## config.mk

```make
export PLATFORM = sky130hd
export DESIGN_NAME = packet_width_upsizer
export DESIGN_NICKNAME = d
export VERILOG_FILES = /design/src/rtl/packet_width_upsizer.sv
export SDC_FILE = /design/constraint.sdc
export NUM_CORES = 1
export LEC_CHECK = 0
export ABC_AREA = 1
export CORE_ASPECT_RATIO = 1.25
export CORE_MARGIN = 5
export CORE_UTILIZATION = 55
export CTS_CLUSTER_DIAMETER = 60
export DETAILED_ROUTE_END_ITERATION = 12
export MAX_ROUTING_LAYER = met4
export PLACE_DENSITY = 0.72
export SLEW_MARGIN = 10
export SYNTH_ARGS = -nofsm -noshare
export SYNTH_HDL_FRONTEND = slang
export SYNTH_SLANG_ARGS = --single-unit
```

## constraint.sdc

```tcl
create_clock -name iclk -period 6.95 [get_ports iclk]
set_clock_uncertainty 0.2 [all_clocks]
set_input_delay 1.39 -clock iclk [delete_from_list [all_inputs] [get_ports iclk]]
set_output_delay 1.39 -clock iclk [all_outputs]
set_load 0.1 [all_outputs]
```

## src/rtl/packet_width_upsizer.sv

```systemverilog
// packet_width_upsizer: packs RATIO narrow ingress words into one wide egress
// beat. Tracks the packet byte length and the last-beat residual, flags
// protocol errors, and buffers finished beats in a first-word-fall-through
// queue.
module packet_width_upsizer #(
  parameter int IN_BYTES  = 4,
  parameter int RATIO     = 2,
  parameter int DEPTH     = 4,
  localparam int OUT_BYTES = IN_BYTES * RATIO,
  localparam int RW        = (IN_BYTES > 1) ? $clog2(IN_BYTES) : 1,
  localparam int ORW       = $clog2(OUT_BYTES)
) (
  input  logic                   iclk,
  input  logic                   irst_n,
  input  logic                   ivalid,
  output logic                   iready,
  input  logic                   isop,
  input  logic                   ieop,
  input  logic [RW-1:0]          iresidual,
  input  logic [IN_BYTES*8-1:0]  idata,
  input  logic                   ibad,
  output logic                   ovalid,
  input  logic                   oready,
  output logic                   osop,
  output logic                   oeop,
  output logic [OUT_BYTES*8-1:0] odata,
  output logic [ORW-1:0]         oresidual,
  output logic [13:0]            oplen,
  output logic                   obad,
  output logic                   oerr
);

  localparam int IW = $clog2(RATIO);
  localparam int AW = $clog2(DEPTH);
  localparam int IB = IN_BYTES * 8;
  localparam int OB = OUT_BYTES * 8;
  // Queue entry: {sop, eop, bad, plen[13:0], residual, data}
  localparam int QW = OB + ORW + 17;

  typedef enum logic {IDLE, IN_PKT} state_t;

  state_t          state_reg, state_next;
  logic [IB-1:0]   lanes_reg [RATIO];
  logic [IW-1:0]   idx_reg;
  logic [13:0]     cnt_reg;
  logic            sat_reg;
  logic            bad_reg;
  logic            first_pend_reg;
  logic            oerr_reg;

  logic [QW-1:0]   mem_reg [DEPTH];
  logic [AW-1:0]   wr_ptr_reg, rd_ptr_reg;
  logic [AW:0]     count_reg;

  logic            accept, start, cont, take, err, push, pop;
  logic [15:0]     word_bytes, cnt_base, cnt_sum, res_sum;
  logic            sat_now;
  logic [13:0]     cnt_new;
  logic            beat_sop, beat_bad;
  logic [13:0]     beat_plen;
  logic [ORW-1:0]  beat_res;
  logic [OB-1:0]   beat_data;
  logic [QW-1:0]   beat_word, head_word;

  // Backpressure comes only from the registered occupancy, never from oready.
  assign iready = (count_reg < (AW+1)'(DEPTH));
  assign ovalid = (count_reg != '0);
  assign pop    = ovalid & oready;

  // Assembled beat: the lane being written takes the live word, others the gather register.
  for (genvar gi = 0; gi < RATIO; gi++) begin : g_lane
    assign beat_data[OB-1-gi*IB -: IB] = (idx_reg == IW'(gi)) ? idata : lanes_reg[gi];
  end

  // FSM state register.
  always_ff @(posedge iclk or negedge irst_n) begin
    if (!irst_n) state_reg <= IDLE;
    else         state_reg <= state_next;
  end

  // FSM next state: single-word packets never leave IDLE.
  always_comb begin
    state_next = state_reg;
    if (start && !ieop)     state_next = IN_PKT;
    else if (cont && ieop)  state_next = IDLE;
  end

  // FSM outputs: accept decode, error detection, byte count and beat fields.
  always_comb begin
    accept     = ivalid & iready;
    start      = accept & (state_reg == IDLE) & isop;
    cont       = accept & (state_reg == IN_PKT);
    take       = start | cont;
    err        = accept & ((state_reg == IDLE) ? ~isop : isop);
    push       = take & (ieop | (idx_reg == IW'(RATIO-1)));
    word_bytes = (ieop && iresidual != '0) ? 16'(iresidual) : 16'(IN_BYTES);
    cnt_base   = start ? 16'd0 : {2'b00, cnt_reg};
    cnt_sum    = cnt_base + word_bytes;
    sat_now    = take & (cnt_sum > 16'd16383);
    cnt_new    = sat_now ? 14'h3FFF : cnt_sum[13:0];
    res_sum    = 16'(idx_reg) * 16'(IN_BYTES) + word_bytes;
    beat_sop   = start | first_pend_reg;
    beat_bad   = ieop & ((cont & (bad_reg | sat_reg | isop)) | sat_now | ibad);
    beat_plen  = ieop ? cnt_new : 14'd0;
    beat_res   = ieop ? ORW'(res_sum % 16'(OUT_BYTES)) : '0;
    beat_word  = {beat_sop, ieop, beat_bad, beat_plen, beat_res, beat_data};
  end

  // Gather lanes, lane index, byte counter and per-packet status flags.
  always_ff @(posedge iclk or negedge irst_n) begin
    if (!irst_n) begin
      for (int i = 0; i < RATIO; i++) lanes_reg[i] <= '0;
      idx_reg        <= '0;
      cnt_reg        <= '0;
      sat_reg        <= 1'b0;
      bad_reg        <= 1'b0;
      first_pend_reg <= 1'b0;
      oerr_reg       <= 1'b0;
    end else begin
      oerr_reg <= err;
      if (take) begin
        if (push) begin
          for (int i = 0; i < RATIO; i++) lanes_reg[i] <= '0;
          idx_reg <= '0;
        end else begin
          lanes_reg[idx_reg] <= idata;
          idx_reg            <= idx_reg + 1'b1;
        end
        cnt_reg        <= cnt_new;
        sat_reg        <= (cont & sat_reg) | sat_now;
        bad_reg        <= cont & (bad_reg | isop);
        first_pend_reg <= push ? 1'b0 : (start | first_pend_reg);
      end
    end
  end

  // Queue storage; a push can only happen while space is available.
  always_ff @(posedge iclk) begin
    if (push) mem_reg[wr_ptr_reg] <= beat_word;
  end

  // Queue pointers and occupancy.
  always_ff @(posedge iclk or negedge irst_n) begin
    if (!irst_n) begin
      wr_ptr_reg <= '0;
      rd_ptr_reg <= '0;
      count_reg  <= '0;
    end else begin
      if (push) wr_ptr_reg <= wr_ptr_reg + 1'b1;
      if (pop)  rd_ptr_reg <= rd_ptr_reg + 1'b1;
      case ({push, pop})
        2'b10:   count_reg <= count_reg + 1'b1;
        2'b01:   count_reg <= count_reg - 1'b1;
        default: count_reg <= count_reg;
      endcase
    end
  end

  // Head entry falls through; fields read as zero while the queue is empty.
  assign head_word = mem_reg[rd_ptr_reg];
  assign {osop, oeop, obad, oplen, oresidual, odata} = ovalid ? head_word : '0;
  assign oerr = oerr_reg;

endmodule
```

==> metrics.md, run 1 <==
| Metric | Value |
|---|---|
| Share of the synthesized area in the top cell type | `between 50% and 60%` |
| Final core utilization | `64.6%` |
| Die area | `35900 um2` |
| Hold buffer count at CTS | `0` |
| Post-route setup TNS | `0 ns` |
| Unrepaired setup endpoints after global routing | `false` |
| Layout filler cell count | `2421` |
| Setup crit end kind | `output pin` |
| Vias post-DR | `12000` |
| Vias in the first global route | `between 10000 and 15000` |
| Hpwl dp | `24500 um` |
| Max FFs per register | `336` |
| Achievable clock frequency | `0.180 GHz` |
| Final wirelength | `40700 um` |
| DIE HEIGHT | `211 um` |
| Post-synthesis sequential area ratio | `between 60% and 70%` |
| Clock Latency Late Sink | `0.53 ns` |
| Cells after synthesis | `around 1600` |
| DRT iter0 DRCs | `1053` |
| XOR/XNOR Fraction of Synth Area | `less than 1%` |
| Initial antenna violation count | `1` |
| Io pins | `about 130` |
| Main combinational cell family by area after synthesis | `simple AND/OR/NAND/NOR gates` |
| Layout cells sized above 1 | `6.01%` |
| Worst slew pin tran | `1.17 ns` |
| Final hold vios | `0` |
| Simple-Gate Fraction of Synth Area | `13.2%` |
| Primary FF master, synth | `edfxtp_1` |
| H-tree depth | `2` |
| CTS Buf Count | `40` |
| Post-synth EDFFs | `336` |
| Fin nets | `1770` |
| IO buf count | `between 100 and 150` |
| Post-CTS Setup Inserts | `0` |
| Layout Cells excl Fill | `2161` |
| Synth area leaders | `edfxtp_1, dfrtp_1, nor2_1` |
| Cell Area, Synth | `17700 um2` |
| Slew margin rel. | `22.3%` |
| CTS tree | `yes` |
| Clock sink total | `between 400 and 500` |
| PostCTS Resize Cnt | `0` |
| Yosys cell types | `33` |
| Critical Path AT | `3.96 ns` |
| Hold crit path type | `reg2reg` |
| Placed Cells | `2089` |
| Status | `finished clean` |
| Routed Antenna Nets | `0` |
| Largest net degree at the start of global routing | `86` |
| Syn. warnings | `0` |
| Mean Syn Cell Area | `10.9 um2` |
| Crit Path Max Fanout | `68` |
| Adder-Cell Fraction of Synth Area | `0.791%` |
| Final period util | `around four fifths` |
| Rows | `73` |
| GRT overflow | `0` |
| Startpoint type of the worst setup path | `register` |
| Area Overhead vs Synth | `16.0%` |
| Die width | `170 um` |
| Synth top cells by count | `nor2_1, edfxtp_1, o21ai_0` |
| Largest area contributor in the netlist | `edfxtp_1` |
| # setup viols final | `0` |
| Number of synthesized register bits | `427` |
| DR vias/cell | `5.55` |
| Compound-Gate Fraction of Synth Area | `10.9%` |
| Req. time, crit path | `around 5.4 ns` |
| Mux cell area share after synthesis | `0%` |
| Avg WL per Cell | `18.8 um` |
| GP Congestion | `0.873` |
| First-pass GRT wire length | `63800 um` |
| Max Cap Violations | `0` |
| Worst Hold Slack | `0.287 ns` |
| Tot GR Track Use | `23.3%` |
| Ys async rst share | `21.3%` |
| # DRC | `0` |
| Drt first pass iters | `5` |
| Slew Viols, Final | `0` |
| Core area | `31800 um2` |
| Starting density of the core | `between 50 and 60%` |
| Most frequent cell after synthesis | `nor2_1` |
| Minimum clock period | `around 5.5 ns` |
| Longest Clk Path Bufs | `3` |
| Post-Syn Nets | `1679` |
| CP Class | `reg2out` |
| CTS clk-pin slew, worst paths | `0.06 ns` |
| CTS root buf | `clkbuf_16` |
[final timing paths]
| kind | from | to | slack (ns) | depth (start not counted) |
|---|---|---|---|---|
| hold reg to reg | lanes_reg[20] | lanes_reg[20] | 0.29 | 2 |
| min in group asynchronous | irst_n | cnt_reg[9] | 0.63 | 1 |
| max in group asynchronous | irst_n | rd_ptr_reg[0] | 4.75 | 2 |
| setup reg to reg | idx_reg | mem_reg[3][24] | 2.79 | 7 |
| hold / removal | lanes_reg[20] | lanes_reg[20] | 0.29 | 2 |
| setup / recovery | rd_ptr_reg[0] | odata[3] | 1.40 | 6 |
[through the flow]
stage | instance area, um2 | setup slack, ns
global placement | 19300 | 1.87
detailed placement | 19300 | 1.80
finish | 20500 | 1.40
floorplan | 17700 | 0.570
CTS | 20500 | 1.37
global route | 20500 | 1.15
[worst max-delay path, stage by stage, from the launching register on]
cell             delay (ns)
dfrtp_4                0.83
buf_4                  0.69
nor2_1                 0.14
nor2_1                 0.12
o21ai_0                0.09
a21oi_1                0.32
clkdlybuf4s50_1        1.20
[cell families (layout without fill, tap and decap cells)]
group / count (synthesis) / after routing
and+or+nand+nor: 585 / 585
xor gates and xnor gates: 8 / 8
DFF: 427 / 427
buffers and inverters: 218 / 338
AOI/OAI and AO/OA: 380 / 380
adders and majority gates: 10 / 10
other: 0 / 1
[placed cells by master (no fill, tap or decap), types with 5 or more instances in the layout]
cell	synthesis	final
a21oi_1	93	93
a31oi_1	8	8
buf_4	2	21
clkbuf_1	63	15
clkbuf_16	0	41
clkdlybuf4s50_1	0	126
clkinv_1	1	5
clkinv_2	0	5
dfrtp_1	91	88
edfxtp_1	336	336
ha_1	8	8
inv_1	110	108
inv_2	7	8
nand2_1	116	116
nand3_1	54	54
nand4_1	5	5
nor2_1	395	391
nor2_4	3	7
o21ai_0	250	250
o21ai_1	25	25
xor2_1	6	6
[area by class of cell]
| cell class | count | area (um2) | area share, % |
|---|---|---|---|
| diodes | 1 | 2.50 | 0.0122 |
| clock buffers | 57 | 1100 | 5.34 |
| multi-input cells | 983 | 4500 | 21.9 |
| clock inverters | 14 | 146 | 0.713 |
| inverters | 118 | 445 | 2.17 |
| flip-flops and latches | 427 | 12400 | 60.2 |
| repair buffers | 149 | 1460 | 7.10 |
| well taps | 412 | 515 | 2.51 |
[layer usage]
metal	vias up	global-route usage (%)	wire [um]
met5	-	-	0
met4	0	7.02	1080
met3	80	2.95	2460
met2	409	39.7	21000
met1	5789	29.4	16200
li1	5717	-	-
Power of run 1 is not shown: default switching activity piles up to over one toggle a cycle in this logic, so the estimate is an artifact.
==> inputs of run 2 (changes only) <==
Clock period 6.95 ns to 5.6 ns, I/O delays scaled along.
==> run 2 against run 1 <==
Critical path depth is 1 lower. Highest routed layer unchanged. Worst setup slack worse by 0.44 ns. Non-clock buffer count up 2. Via count is 0.33% lower. Count of clock-buffer cells in the layout shrank 4. Final cell count is 0.32% higher. First-iteration DRC count decreased by 18%. Critical endpoint is now odata[27]. Utilization is 0.059 points lower. Register-to-register slack worse by 0.51 ns. Largest cell class unchanged.
==> metrics.md, run 2 (synthesis gave the netlist of run 1 again) <==
| Metric | Value |
|---|---|
| R2r setup slk | `2.28 ns (-0.51 ns)` |
| Max FFs per register | `336 (unchanged)` |
| CTS root buf | `clkbuf_16` |
| CP delay by family, top | `buffers and inverters` |
| Critical Path AT | `3.32 ns (-0.64 ns)` |
| PostCTS Resize Cnt | `0 (unchanged)` |
| Post-route setup TNS | `0 ns (unchanged)` |
| DRT iter0 DRCs | `859 (-18%)` |
| H-tree depth | `2 (unchanged)` |
| CP max-delay cell | `dfrtp_4` |
| R2R depth | `14 (+7)` |
| # setup viols final | `0 (unchanged)` |
| Fin nets | `1773 (+0.17%)` |
| Max Cap Violations | `0 (unchanged)` |
| Tot GR Track Use | `23.6% (+0.34 points)` |
| Area Overhead vs Synth | `15.9% (about the same)` |
| Crit Path Max Fanout | `84 (+24%)` |
| Largest net degree at the start of global routing | `85 (-1.2%)` |
| Slew Viols, Final | `0 (unchanged)` |
| CTS clk-pin slew, worst paths | `0.06 ns (about the same)` |
| Leading cell type in the layout, fill and taps excluded | `nor2_1` |
| Final hold vios | `0 (unchanged)` |
| Slew margin rel. | `30.7% (+8.3 points)` |
| Hpwl dp | `24000 um (-2.0%)` |
| Core area | `31800 um2 (unchanged)` |
| Status | `finished clean` |
| Starting density of the core | `55.7% (unchanged)` |
| DIE HEIGHT | `211 um (unchanged)` |
| Worst hold path depth | `2 (unchanged)` |
| Hold Crit Start | `lanes_reg[14]` |
| Unrepaired setup endpoints after global routing | `false` |
| Clock Latency Late Sink | `0.52 ns (about the same)` |
| Worst Hold Slack | `0.286 ns (-0.000985 ns)` |
| CP Class | `reg2out` |
| Avg WL per Cell | `19.0 um (+0.68%)` |
| Critical path's largest stage delay | `0.85 ns (-0.35 ns)` |
| Routed Antenna Nets | `0 (unchanged)` |
| Rows | `73 (unchanged)` |
| Hold EP | `lanes_reg[14]` |
| Die width | `170 um (unchanged)` |
| Minimum clock period | `approximately 4.6 ns` |
| Vias in the first global route | `11900 (-0.12%)` |
| Startpoint type of the worst setup path | `register` |
| # DRC | `0 (unchanged)` |
| GP Congestion | `0.870 (-0.36%)` |
| CTS Buf Count | `41 (+2.5%)` |
| Final wirelength | `41100 um (+1.0%)` |
| Layout cells sized above 1 | `11.7% (+5.7 points)` |
| Most frequent cells in the layout | `nor2_1, edfxtp_1, o21ai_0` |
| DR vias/cell | `5.51 (-0.66%)` |
| CP most frequent cell | `buf_4` |
| Critical R2R Launch | `count_reg[2]` |
| Initial antenna violation count | `1 (unchanged)` |
| Setup crit end kind | `output pin` |
| Achievable clock frequency | `0.216 GHz` |
| Req. time, crit path | `4.28 ns (-1.08 ns)` |
| Critical path cell sequence | `inv_4, buf_4, o21ai_0, a21oi_1, buf_4` |
| Drt first pass iters | `5 (unchanged)` |
| Vias post-DR | `12000 (-0.33%)` |
| CTS tree | `yes` |
| Worst slew pin tran | `1.04 ns (-0.125 ns)` |
| Clock sink total | `427 (unchanged)` |
| IO buf count | `127 (unchanged)` |
| Final period util | `between 80% and 90%` |
| Hold buffer count at CTS | `0 (unchanged)` |
| CP bufs+invs | `3 (+1)` |
| First-pass GRT wire length | `64000 um (+0.34%)` |
| Post-CTS Setup Inserts | `0 (unchanged)` |
| Hold crit path type | `reg2reg` |
| Die area | `35900 um2 (unchanged)` |
| Io pins | `128 (unchanged)` |
| Longest Clk Path Bufs | `3 (unchanged)` |
| Reg2reg end | `mem_reg[3][75]` |
| GRT overflow | `0 (unchanged)` |
[run 2: final cells by class]
type	count	area, um2
diodes	1	2.50
fillers	2416	11300
flip-flops and latches	427	12400
multi-input cells	983	4500
well taps	412	515
repair buffers	151	1260
inverters	118	445
clock inverters	23	275
clock buffers	53	1140
[run 2: through the flow]
stage | utilization, % | instance area [um2] | setup WS, ns | std cells
floorplan | - | 17700 | -0.510 | 1628
global placement | 60.1 | 19100 | 1.11 | 2091
detailed placement | 60.1 | 19100 | 1.01 | 2091
CTS | 64.6 | 20500 | 0.950 | 2167
global route | 64.6 | 20500 | 0.772 | 2168
finish | 64.6 | 20500 | 0.962 | 2168
[run 2: per-layer routing]
metal	routed length [um]	track usage, %
met1	16100	28.7
met2	21200	40.4
met3	2410	3.41
met4	1390	8.73
met5	0	-
[run 2: worst register-to-register path: cells and delay by family, from the launching register on]
family | cells | cell delay, ns
AND/OR/NAND/NOR | 10 | 1.53
adder cells (fa/ha/maj) | 2 | 0.62
buffers and inverters | 2 | 0.27
flip-flops | 1 | 0.44
[run 2: worst max path at each step]
stage | start | endpoint | slack (ns) | depth (start not counted)
finish | rd_ptr_reg[0] | odata[27] | 0.96 | 5
global route | rd_ptr_reg[0] | odata[25] | 0.77 | 5
CTS | rd_ptr_reg[0] | odata[25] | 0.95 | 5
detailed placement | isop | mem_reg[3][75] | 1.01 | 16
global placement | isop | mem_reg[0][75] | 1.11 | 16
floorplan | ivalid | mem_reg[0][0] | -0.51 | 9
Power of run 2 is left out for the same reason.
